==> src/rtl/imm_gen_pipe_if.sv <==
// Instruction-in / immediate-out handshake bundle for imm_gen_pipe.
// Latency: none; this file only carries wires.
// Backpressure: in_ready and out_ready use the usual valid/ready rules.
interface imm_gen_pipe_if #(
    parameter int XLEN  = 32,
    parameter int TAG_W = 32
);
    logic             in_valid;
    logic             in_ready;
    logic [31:0]      in_inst;
    logic [TAG_W-1:0] in_tag;
    logic             out_valid;
    logic             out_ready;
    logic [XLEN-1:0]  out_imm;
    logic [2:0]       out_fmt;
    logic             out_illegal;
    logic [TAG_W-1:0] out_tag;

    // The decoder block sits on this side.
    modport slave (
        input  in_valid, in_inst, in_tag, out_ready,
        output in_ready, out_valid, out_imm, out_fmt, out_illegal, out_tag
    );

    // Fetch and the consumer sit on this side.
    modport master (
        output in_valid, in_inst, in_tag, out_ready,
        input  in_ready, out_valid, out_imm, out_fmt, out_illegal, out_tag
    );
endinterface

==> src/rtl/imm_gen_pipe.sv <==
// Pipelined RV32I/RV64I immediate decoder with a small output FIFO.
// Latency: decode is registered at push and visible one edge later; no in->out comb path.
// Backpressure: in_ready = (count < DEPTH); a full FIFO refuses pushes even while popping.
module imm_gen_pipe #(
    parameter int XLEN  = 32,
    parameter int DEPTH = 2,
    parameter int TAG_W = 32
) (
    input  logic          clk,
    input  logic          rst_n,
    input  logic          flush,
    imm_gen_pipe_if.slave bus
);
    localparam int PW = (DEPTH > 1) ? $clog2(DEPTH) : 1;
    localparam int CW = $clog2(DEPTH + 1);

    localparam logic [2:0] FMT_NONE = 3'd0;
    localparam logic [2:0] FMT_I    = 3'd1;
    localparam logic [2:0] FMT_S    = 3'd2;
    localparam logic [2:0] FMT_B    = 3'd3;
    localparam logic [2:0] FMT_U    = 3'd4;
    localparam logic [2:0] FMT_J    = 3'd5;

    logic [31:0]     inst;
    logic [6:0]      opc;
    logic [2:0]      f3;
    logic            is_shift;
    logic [31:0]     imm32;
    logic [2:0]      dec_fmt;
    logic            dec_ill;
    logic [XLEN-1:0] dec_imm;

    logic [XLEN-1:0]  imm_mem [DEPTH];
    logic [2:0]       fmt_mem [DEPTH];
    logic             ill_mem [DEPTH];
    logic [TAG_W-1:0] tag_mem [DEPTH];

    logic [PW-1:0] wptr;
    logic [PW-1:0] rptr;
    logic [CW-1:0] count;
    logic          push;
    logic          pop;
    logic          in_ready;
    logic          out_valid;

    assign inst     = bus.in_inst;
    assign opc      = inst[6:0];
    assign f3       = inst[14:12];
    assign is_shift = (f3 == 3'b001) || (f3 == 3'b101);

    // Every immediate fits in 32 signed bits; shamt values are small and
    // positive, so one final sign extension to XLEN is correct for all formats.
    assign dec_imm = XLEN'($signed(imm32));

    // Opcode decode into a 32-bit immediate, format code and illegal flag.
    always_comb begin
        imm32   = '0;
        dec_fmt = FMT_NONE;
        dec_ill = 1'b0;
        case (opc)
            7'b0000011, 7'b1100111, 7'b1110011: begin
                dec_fmt = FMT_I;
                imm32   = {{20{inst[31]}}, inst[31:20]};
            end
            7'b0010011: begin
                dec_fmt = FMT_I;
                if (is_shift) begin
                    // RV64 shifts use a 6-bit shamt; funct7 never leaks into imm.
                    if (XLEN == 64) imm32 = {26'b0, inst[25:20]};
                    else            imm32 = {27'b0, inst[24:20]};
                end else begin
                    imm32 = {{20{inst[31]}}, inst[31:20]};
                end
            end
            7'b0011011: begin
                if (XLEN == 64) begin
                    dec_fmt = FMT_I;
                    // Word shifts always take a 5-bit shamt.
                    if (is_shift) imm32 = {27'b0, inst[24:20]};
                    else          imm32 = {{20{inst[31]}}, inst[31:20]};
                end else begin
                    dec_ill = 1'b1;
                end
            end
            7'b0100011: begin
                dec_fmt = FMT_S;
                imm32   = {{20{inst[31]}}, inst[31:25], inst[11:7]};
            end
            7'b1100011: begin
                dec_fmt = FMT_B;
                imm32   = {{19{inst[31]}}, inst[31], inst[7], inst[30:25], inst[11:8], 1'b0};
            end
            7'b0110111, 7'b0010111: begin
                dec_fmt = FMT_U;
                imm32   = {inst[31:12], 12'b0};
            end
            7'b1101111: begin
                dec_fmt = FMT_J;
                imm32   = {{11{inst[31]}}, inst[31], inst[19:12], inst[20], inst[30:21], 1'b0};
            end
            7'b0110011, 7'b0001111: begin
                dec_fmt = FMT_NONE;
            end
            7'b0111011: begin
                dec_ill = (XLEN != 64);
            end
            default: begin
                dec_ill = 1'b1;
            end
        endcase
    end

    function automatic logic [PW-1:0] ptr_next(input logic [PW-1:0] p);
        return (p == PW'(DEPTH - 1)) ? '0 : p + PW'(1);
    endfunction

    assign in_ready  = (count < CW'(DEPTH));
    assign out_valid = (count != '0);
    assign push      = bus.in_valid & in_ready;
    assign pop       = out_valid & bus.out_ready;

    // FIFO state: reset clears storage, flush only empties it, else push/pop.
    always_ff @(posedge clk) begin
        if (!rst_n) begin
            count <= '0;
            wptr  <= '0;
            rptr  <= '0;
            for (int i = 0; i < DEPTH; i++) begin
                imm_mem[i] <= '0;
                fmt_mem[i] <= '0;
                ill_mem[i] <= 1'b0;
                tag_mem[i] <= '0;
            end
        end else if (flush) begin
            count <= '0;
            wptr  <= '0;
            rptr  <= '0;
        end else begin
            if (push) begin
                imm_mem[wptr] <= dec_imm;
                fmt_mem[wptr] <= dec_fmt;
                ill_mem[wptr] <= dec_ill;
                tag_mem[wptr] <= bus.in_tag;
                wptr          <= ptr_next(wptr);
            end
            if (pop) begin
                rptr <= ptr_next(rptr);
            end
            case ({push, pop})
                2'b10:   count <= count + CW'(1);
                2'b01:   count <= count - CW'(1);
                default: count <= count;
            endcase
        end
    end

    assign bus.in_ready    = in_ready;
    assign bus.out_valid   = out_valid;
    assign bus.out_imm     = out_valid ? imm_mem[rptr] : '0;
    assign bus.out_fmt     = out_valid ? fmt_mem[rptr] : '0;
    assign bus.out_illegal = out_valid ? ill_mem[rptr] : 1'b0;
    assign bus.out_tag     = out_valid ? tag_mem[rptr] : '0;
endmodule

==> src/flat_wrapper.sv <==
// flat-port wrapper written by rule: the top's interface ports become plain ports
module imm_gen_pipe_flat 
#(
    parameter int XLEN  = 32,
    parameter int DEPTH = 2,
    parameter int TAG_W = 32
)
  (clk, rst_n, flush, bus_in_valid, bus_in_inst, bus_in_tag, bus_out_ready, bus_in_ready, bus_out_valid, bus_out_imm, bus_out_fmt, bus_out_illegal, bus_out_tag);
  imm_gen_pipe_if #(.XLEN(XLEN), .TAG_W(TAG_W)) bus_i ();
  input  logic clk;
  input  logic rst_n;
  input  logic flush;
  input wire logic [$bits(bus_i.in_valid)-1:0] bus_in_valid;
  input wire logic [$bits(bus_i.in_inst)-1:0] bus_in_inst;
  input wire logic [$bits(bus_i.in_tag)-1:0] bus_in_tag;
  input wire logic [$bits(bus_i.out_ready)-1:0] bus_out_ready;
  output wire logic [$bits(bus_i.in_ready)-1:0] bus_in_ready;
  output wire logic [$bits(bus_i.out_valid)-1:0] bus_out_valid;
  output wire logic [$bits(bus_i.out_imm)-1:0] bus_out_imm;
  output wire logic [$bits(bus_i.out_fmt)-1:0] bus_out_fmt;
  output wire logic [$bits(bus_i.out_illegal)-1:0] bus_out_illegal;
  output wire logic [$bits(bus_i.out_tag)-1:0] bus_out_tag;
  assign bus_i.in_valid = bus_in_valid;
  assign bus_i.in_inst = bus_in_inst;
  assign bus_i.in_tag = bus_in_tag;
  assign bus_i.out_ready = bus_out_ready;
  assign bus_in_ready = bus_i.in_ready;
  assign bus_out_valid = bus_i.out_valid;
  assign bus_out_imm = bus_i.out_imm;
  assign bus_out_fmt = bus_i.out_fmt;
  assign bus_out_illegal = bus_i.out_illegal;
  assign bus_out_tag = bus_i.out_tag;
  imm_gen_pipe #(.XLEN(XLEN), .DEPTH(DEPTH), .TAG_W(TAG_W)) u_core (.clk(clk), .rst_n(rst_n), .flush(flush), .bus(bus_i));
endmodule
==> config.mk <==
export PLATFORM = sky130hd
export DESIGN_NAME = imm_gen_pipe_flat
export DESIGN_NICKNAME = d
export VERILOG_FILES = /design/src/rtl/imm_gen_pipe_if.sv /design/src/rtl/imm_gen_pipe.sv /design/src/flat_wrapper.sv
export SDC_FILE = /design/constraint.sdc
export NUM_CORES = 1
export LEC_CHECK = 0
export BUFFER_PORTS_ARGS = -buffer_cell sky130_fd_sc_hd__buf_2
export CAP_MARGIN = 20
export CORE_ASPECT_RATIO = 1.2
export CORE_UTILIZATION = 55
export DETAILED_ROUTE_END_ITERATION = 10
export GPL_ROUTABILITY_DRIVEN = 0
export PLACE_DENSITY = 0.8
export SLEW_MARGIN = 20
export SYNTH_ARGS = -nofsm -noshare
export SYNTH_HDL_FRONTEND = slang
export SYNTH_SLANG_ARGS = --single-unit
==> constraint.sdc <==
create_clock -name clk -period 4.37 [get_ports clk]
set_clock_uncertainty 0.2 [all_clocks]
set_input_delay 0.874 -clock clk [delete_from_list [all_inputs] [get_ports clk]]
set_output_delay 0.874 -clock clk [all_outputs]
set_load 0.02 [all_outputs]
==> reports/summary.md, run 1 <==
The core box area was 11700 um2; the number of enable-type register cells in the synthesized netlist was 134. The top cell type by area accounts for 59.7% of the synthesized area. The run gives 5 as the number of search-and-repair iterations in the first detailed-routing pass. The flow ran to the end, and the final reports show no timing, DRC or antenna violations. Main flop type after synthesis: edfxtp_1.

The logs give 22.3 mm for the global-route wire length before repair and 0 for the final antenna diode count. Average wire per cell in the routed design: 17.6 um. Max-cap violations in this run came to 0. Yosys attributes the largest share of cell area to edfxtp_1, mux2i_1, and2_1. The worst register-to-register path has a depth of 5. The run gives 0 as the final antenna-violating net count. The worst voltage drop across the vdd grid is 0.000278 V.

Maximum level of the CTS H-tree: 4. The setup slack at placement is 1120 ps. Setup repair after global routing left no endpoint under its margin. The logs give 0 for the hold violation count in the final report and 1700 ps for the minimum setup slack among reg-to-reg paths.

After filler insertion, the fill cell instance count of the layout stands at 843. In this run the vertical extent of the chip is 123 um. The analysis attributes to cell leakage a power of 3.05 nW.

edfxtp_1 takes more of the synthesized area than any other cell. After synthesis, the share of flip-flops with an asynchronous set or reset is 0%. After floorplanning, the core was divided into 43 placement rows. The endpoint identified for the worst register-to-register timing path is u_core.imm_mem[0][27]$_SDFFCE_PN0P_. In this run the deepest clock path goes through 2 buffers. Along the worst path, the maximum fanout reaches 36.

The startpoint identified for the worst register-to-register timing path is u_core.count[1]$_SDFFE_PP0P_. The run gives 14.9 mm as the routed wire length. The logs give 61.8% for the register area share after synthesis and 3.16 mW for the total power.

For this run, the number of Yosys warnings is 0. At the later pin of the worst-skew pair, clock insertion delay measures 420 ps. The synthesis-to-finish area growth works out to 20.3%. By instance count, the leading cell after synthesis is edfxtp_1.

Transition time at the pin with the least slew margin: 966 ps. The tools report the initial antenna violation count as 0. Kind of launch point of the worst setup path: a register. Along the worst hold path, the cell count comes to 2. The detailed router finished its first iteration with 294 violations. The commonest cells after synthesis are edfxtp_1, nor2_1, and2_1, mux2i_1, a21oi_1.

After synthesis the netlist holds a flip-flop and latch count of 141. In this run, CTS created clock tree buffers numbering 17. After detailed routing, the number of remaining DRC violations is 0. For this design, the CTS-stage hold fixing added 0 buffers. The tools report the number of clock sinks as 141. Setup slack on the critical path of the routed design comes to 1150 ps.

In this run the power density over the cells is 390 nW/um2. The max-slew violation total from the final report was 0. Clock-pin slew was measured on the worst setup and hold paths at 50 ps. The fraction of final layout cells sized beyond drive strength 1 is 27.9%, and the required time at the worst-slack endpoint is 3300 ps. The net count of the finished layout is 748.

The die is 103 um wide. The cell sitting at the root of the clock tree is a clkbuf_16. The tools report the count of cell types in the netlist as 47. In this run the cell area of the synthesized design comes to 6740 um2.

The worst path needs 3220 ps of the cycle, external delays included. The final critical path takes up 73.6% of the cycle. The run gives 9.61 mm as the detailed-placement wirelength estimate. The run gives 0 as the number of buffers added for setup after CTS. For the aggregate negative setup slack, the log shows 0 ps.

Worst hold path class: reg -> reg. Global routing used 24.0% of the available tracks across all layers. The run gives 0 as the sum of overflow across all layers after global routing.

Dividing the detail-routed via count by the number of cells gives 5.61. The die covers 12700 um2. The endpoint class of the critical path was an output port. The tools report the startpoint of the lowest-slack hold path as u_core.ill_mem[0]$_DFF_P_. The cell count after synthesis was 550. The number of global-route vias before repair is 4531. The total number of vias was 4761. The path with the worst hold slack has its endpoint at u_core.ill_mem[0]$_DFF_P_.

The relative slew slack was 35.6%. The endpoint arrival time on the critical path is 2140 ps, and the total of endpoints with negative setup slack in the final report is 0. The net count after synthesis is 620. Mean post-synth cell area: 12.3 um2.

The tools report the post-cts gate resize count as 0. The type of the setup path with the least slack is reg -> out. TritonCTS built the clock tree. Input and output buffers added on the ports amount to 138. 139 I/O pins were placed. For this run, the top clock speed supported by timing is 311 MHz. Entering global routing, the biggest net connects 68 pins. The initial cell density of the core is 57.5%.
kinds of logic (layout without fill, tap and decap cells):
kind of cell / after synthesis / in the layout / share of synthesized area [%]
and+or+nand+nor: 220 / 220 / 17.1
DFF: 141 / 141 / 61.8
AOI/OAI and AO/OA: 72 / 72 / 7.50
muxes: 68 / 68 / 10.1
buffers and inverters: 42 / 183 / 2.56
xor gates and xnor gates: 6 / 6 / 0.779
adders and majority gates: 1 / 1 / 0.186
cell usage in the layout, fill, tap and decap left out, drive strengths merged, types with 2 or more instances in the layout:
cell        n
and2       79
a31oi       3
a211oi      2
clkinvlp    3
nand2      23
or3         3
clkinv      3
buf       147
o21ai       5
or4         4
nor2b       4
and3        5
clkbuf     25
inv         4
edfxtp    134
dfxtp       7
nand4b      5
a21oi      44
nand3b      2
nor3        5
o31ai       3
nand3       6
nor2       81
xor2        2
mux2i      68
a32o        8
xnor2       4
worst max path at each step:
stage	startpoint	to	slack [ps]	depth (start not counted)
floorplan	bus_in_valid	u_core.fmt_mem[0][0]$_SDFFCE_PN0P_	450	6
global placement	bus_in_valid	u_core.imm_mem[0][17]$_SDFFCE_PN0P_	1180	6
detailed placement	bus_in_valid	u_core.imm_mem[0][17]$_SDFFCE_PN0P_	1120	6
CTS	register	bus_out_tag[14]	1140	4
global route	register	bus_out_tag[3]	1020	4
finish	register	bus_out_tag[14]	1150	4
power breakdown:
part / internal (mW) / switching (mW) / leakage [nW]
clock: 0.808 / 0.513 / 0.255
sequential: 1.54 / 0.0235 / 1.45
combinational: 0.0926 / 0.182 / 1.35
metrics by stage:
| stage | instances | hold slack, ps | area (um2) | util (%) |
|---|---|---|---|---|
| 3_3_place_gp | 816 | 267 | 7570 | 64.6 |
| 3_5_place_dp | 816 | 273 | 7570 | 64.6 |
| 2_1_floorplan | 550 | 252 | 6740 | - |
| 5_1_grt | 848 | 307 | 8110 | 69.2 |
| 4_1_cts | 848 | 286 | 8110 | 69.2 |
| 6_report | 848 | 283 | 8110 | 69.2 |
metal layers:
metal	up-vias	GRT usage, %	part of all wire (%)
li1	2236	-	-
met1	2299	29.4	40
met2	201	41.2	51
met3	25	4.80	6.6
met4	0	10.1	1.8
met5	-	0	0
layout make-up:
type	instances	area [um2]	share of cell area [%]
well taps	157	196	2.42
inverters	4	15.0	0.185
repair buffers	147	758	9.35
multi-input cells	367	2430	30.0
clock inverters	7	66.3	0.817
clock buffers	25	475	5.86
flip-flops and latches	141	4170	51.4
critical path: stages (launching register included):
cell	delay, ps
dfxtp_4	760
buf_4	430
mux2i_1	260
nor2_1	70
buf_2	190
registers in the layout, summed over array words and instances, names as in the netlist, named ones only:
| register | count |
|---|---|
| u_core.count | 2 |
| u_core.fmt_mem | 6 |
| u_core.ill_mem | 2 |
| u_core.imm_mem | 64 |
| u_core.rptr | 1 |
| u_core.tag_mem | 64 |
| u_core.wptr | 1 |
No activity file was read; power rests on OpenSTA's default activity.
==> run 2: changes to the inputs <==
==> constraint.sdc (replaced) <==
create_clock -name clk -period 3.05 [get_ports clk]
set_clock_uncertainty 0.2 [all_clocks]
set_input_delay 0.61 -clock clk [delete_from_list [all_inputs] [get_ports clk]]
set_output_delay 0.61 -clock clk [all_outputs]
set_load 0.02 [all_outputs]
==> run 2 against run 1 <==
Die area unchanged. Worst setup slack worse by 870 ps. First-iteration DRC count down 31%. Worst hold slack better by 4.9 ps. Critical path depth unchanged. Sequential cell count unchanged. Sequential share of layout area down 1.2 points. Clock-buffer cell count down 7. Register-to-register slack worse by 940 ps. Clock power up 59%. Final area up 2.4%. Critical path type unchanged. Largest cell class unchanged. Largest power group unchanged.
==> reports/summary.md, run 2 (synthesis gave the netlist of run 1 again) <==
Final design instance area without fill: 8310 um2 (+2.4%). The run finished with clean final reports. The count of standard-cell rows was 43 (unchanged); the power density over cell area was 572 nW/um2 (+47%).

The post-layout utilization of the core is 70.9% (+1.7 points), and the minimum setup slack among reg-to-reg paths is 760 ps (-940 ps). The tools report the largest net degree at the start of global routing as 50 (-26%). The number of I/O pins came out at 139 (unchanged). The logs give 2240 ps (-1060 ps) for the required time at the worst-slack endpoint and 12700 um2 (unchanged) for the area of the die.

The die extent in x came out at 103 um (unchanged). In the layout the commonest cells are buf_2, edfxtp_1, and2_1, nor2_1, mux2i_1. Total number of vias: 4808 (+0.99%). The average wire per cell in the routed design came out at 17.5 um (-0.64%). The initial cell density of the core was 57.5% (unchanged).

Setup repair after global routing left no endpoint under its margin. The overall die height was 123 um (unchanged); the average via count per standard cell was 5.62 (about the same). The initial detailed-routing violation count came out at 203 (-31%). The peak fanout along the critical path is 32 (-11%), and the global router's overall resource usage is 24.3% (+0.34 points). The worst hold path class is in -> reg. Count of input and output buffers: 138 (unchanged). The tools report the total of endpoints with negative setup slack in the final report as 0 (unchanged). The maximum level of the CTS H-tree came out at 4 (unchanged). The global-route wire length before repair came out at 22.7 mm (+1.6%). In the final layout, the registers with the most flip-flops are u_core.imm_mem: 64 flops, u_core.tag_mem: 64 flops, u_core.fmt_mem: 6 flops. The insertion delay to the later sink of the worst-skew pair is 400 ps (-20 ps).

The area growth from synthesis to layout is 23.3%. The fraction of the cycle the final worst path needs works out to 90.6%. Leaving out fill and tap cells, the most frequent cell in the layout is buf_2.

The maximum root-to-sink buffer count came out at 2 (unchanged). The run gives 0 (unchanged) as the max-slew violation total from the final report. For this design, the slowest cell found on the critical path is dfxtp_4. Core box area: 11700 um2 (unchanged). For this run, the top clock speed supported by timing is 362 MHz. The logs give 0 (unchanged) for the post-cts gate resize count and 860 (+2.0%) for the filler cell count.

The fraction of final layout cells sized beyond drive strength 1 was 29.6% (+1.7 points). The number of global-route vias before repair came out at 4680 (+3.3%). The hold violation count in the final report was 0 (unchanged).

The worst setup path is launched from a register. The clock transition at the registers of the reported paths is 60 ps (about the same), and the max-cap check violation count is 0 (unchanged). The worst path in the final design needs a cycle of 2760 ps, including I/O delays and setup.

The static power due to leakage came out at 3.16 nW (+3.5%). The endpoint arrival time on the critical path was 1950 ps (-190 ps); the post-detailed-route DRC marker count was 0 (unchanged). The root buffer cell chosen for the clock tree is clkbuf_16.

The number of clock sinks is 141 (unchanged), and the instance count after placement with tap cells included is 826 (+1.2%). The final cell count without fillers was 856 (+0.94%); the number of nets in the final layout was 758 (+1.3%). The total clock buffers created by CTS is 17 (unchanged), and the relative slew slack is 54.9% (+19 points). The cts-stage hold buffer count was 0 (unchanged). The worst setup path is of the reg -> out kind. The aggregate negative setup slack is 0 ps (unchanged). The transition time at the pin with the least slew margin is 676 ps (-290 ps), and the final antenna diode count is 0 (unchanged). The tools report the endpoint class of the critical path as an output port. The run gives 0 (unchanged) as the final antenna-violating net count. The placed instance area was 7710 um2 (+1.8%).

The run gives 0 (unchanged) as the sum of overflow across all layers after global routing. The detailed-placement wirelength estimate was 9.77 mm (+1.7%). Walking the worst path, the cells encountered are buf_4 -> mux2i_1 -> nor2_1 -> buf_2.

The maximum single-stage delay on the critical path came out at 740 ps (-20 ps). The run gives 15.0 mm (+0.29%) as the routed wire length. The number of search-and-repair iterations in the first detailed-routing pass was 5 (unchanged). TritonCTS built the clock tree.

The run gives 0.000347 V (+25%) as the worst voltage drop across the vdd grid. The number of buffers added for setup after CTS was 0 (unchanged); the initial antenna violation count was 0 (unchanged).
## run 2: cell count changes in the layout (fill, tap and decap cells not counted), sizes merged
cell,before,now
clkinv,3,6
bufinv,1,4
clkinvlp,3,2
buf,147,157
clkbuf,25,18
## run 2: worst paths after layout
path,from,to,cells after the start
hold reg to reg,u_core.ill_mem[0]$_DFF_P_,u_core.ill_mem[0]$_DFF_P_,2
setup / recovery,register,bus_out_imm[25],4
setup reg to reg,u_core.count[1]$_SDFFE_PP0P_,u_core.imm_mem[0][1]$_SDFFCE_PN0P_,6
hold / removal,bus_in_tag[18],u_core.tag_mem[0][18]$_SDFFCE_PN0P_,2
## run 2: power breakdown
part	total [mW]	internal, mW	switching (mW)	leakage (nW)
Clock	2.10	1.35	0.748	0.291
Sequential	2.24	2.21	0.0338	1.45
Combinational	0.410	0.147	0.263	1.42
## run 2: layout make-up
cell class / instances / area (um2) / share of cell area, %
Tap cell: 157 / 196 / 2.36
Inverter: 4 / 15.0 / 0.181
Sequential cell: 141 / 4170 / 50.2
Multi-Input combinational cell: 367 / 2430 / 29.3
Clock inverter: 12 / 173 / 2.08
Clock buffer: 18 / 429 / 5.16
Timing Repair Buffer: 157 / 896 / 10.8
## run 2: routing by layer
| layer | up-vias | wire length [um] | GRT usage, % |
|---|---|---|---|
| li1 | 2263 | - | - |
| met1 | 2315 | 5900 | 29.5 |
| met2 | 205 | 7770 | 42.1 |
| met3 | 25 | 1010 | 4.92 |
| met4 | 0 | 280 | 10.0 |
| met5 | - | 0 | 0 |
## run 2: through the flow
stage               power, mW  hold WS (ps)  setup slack [ps]
finish                   4.75           288               286
global route             4.90           274               191
CTS                      4.78           271               265
detailed placement       2.69           282               465
global placement         2.67           267               562
floorplan                2.51           252              25.9
## run 2: worst max-delay path, delay by kind of cell, from the launching register on
family	cells	cell delay, ps
DFF	1	740
buffers and inverters	2	480
muxes	1	250
and+or+nand+nor	1	70
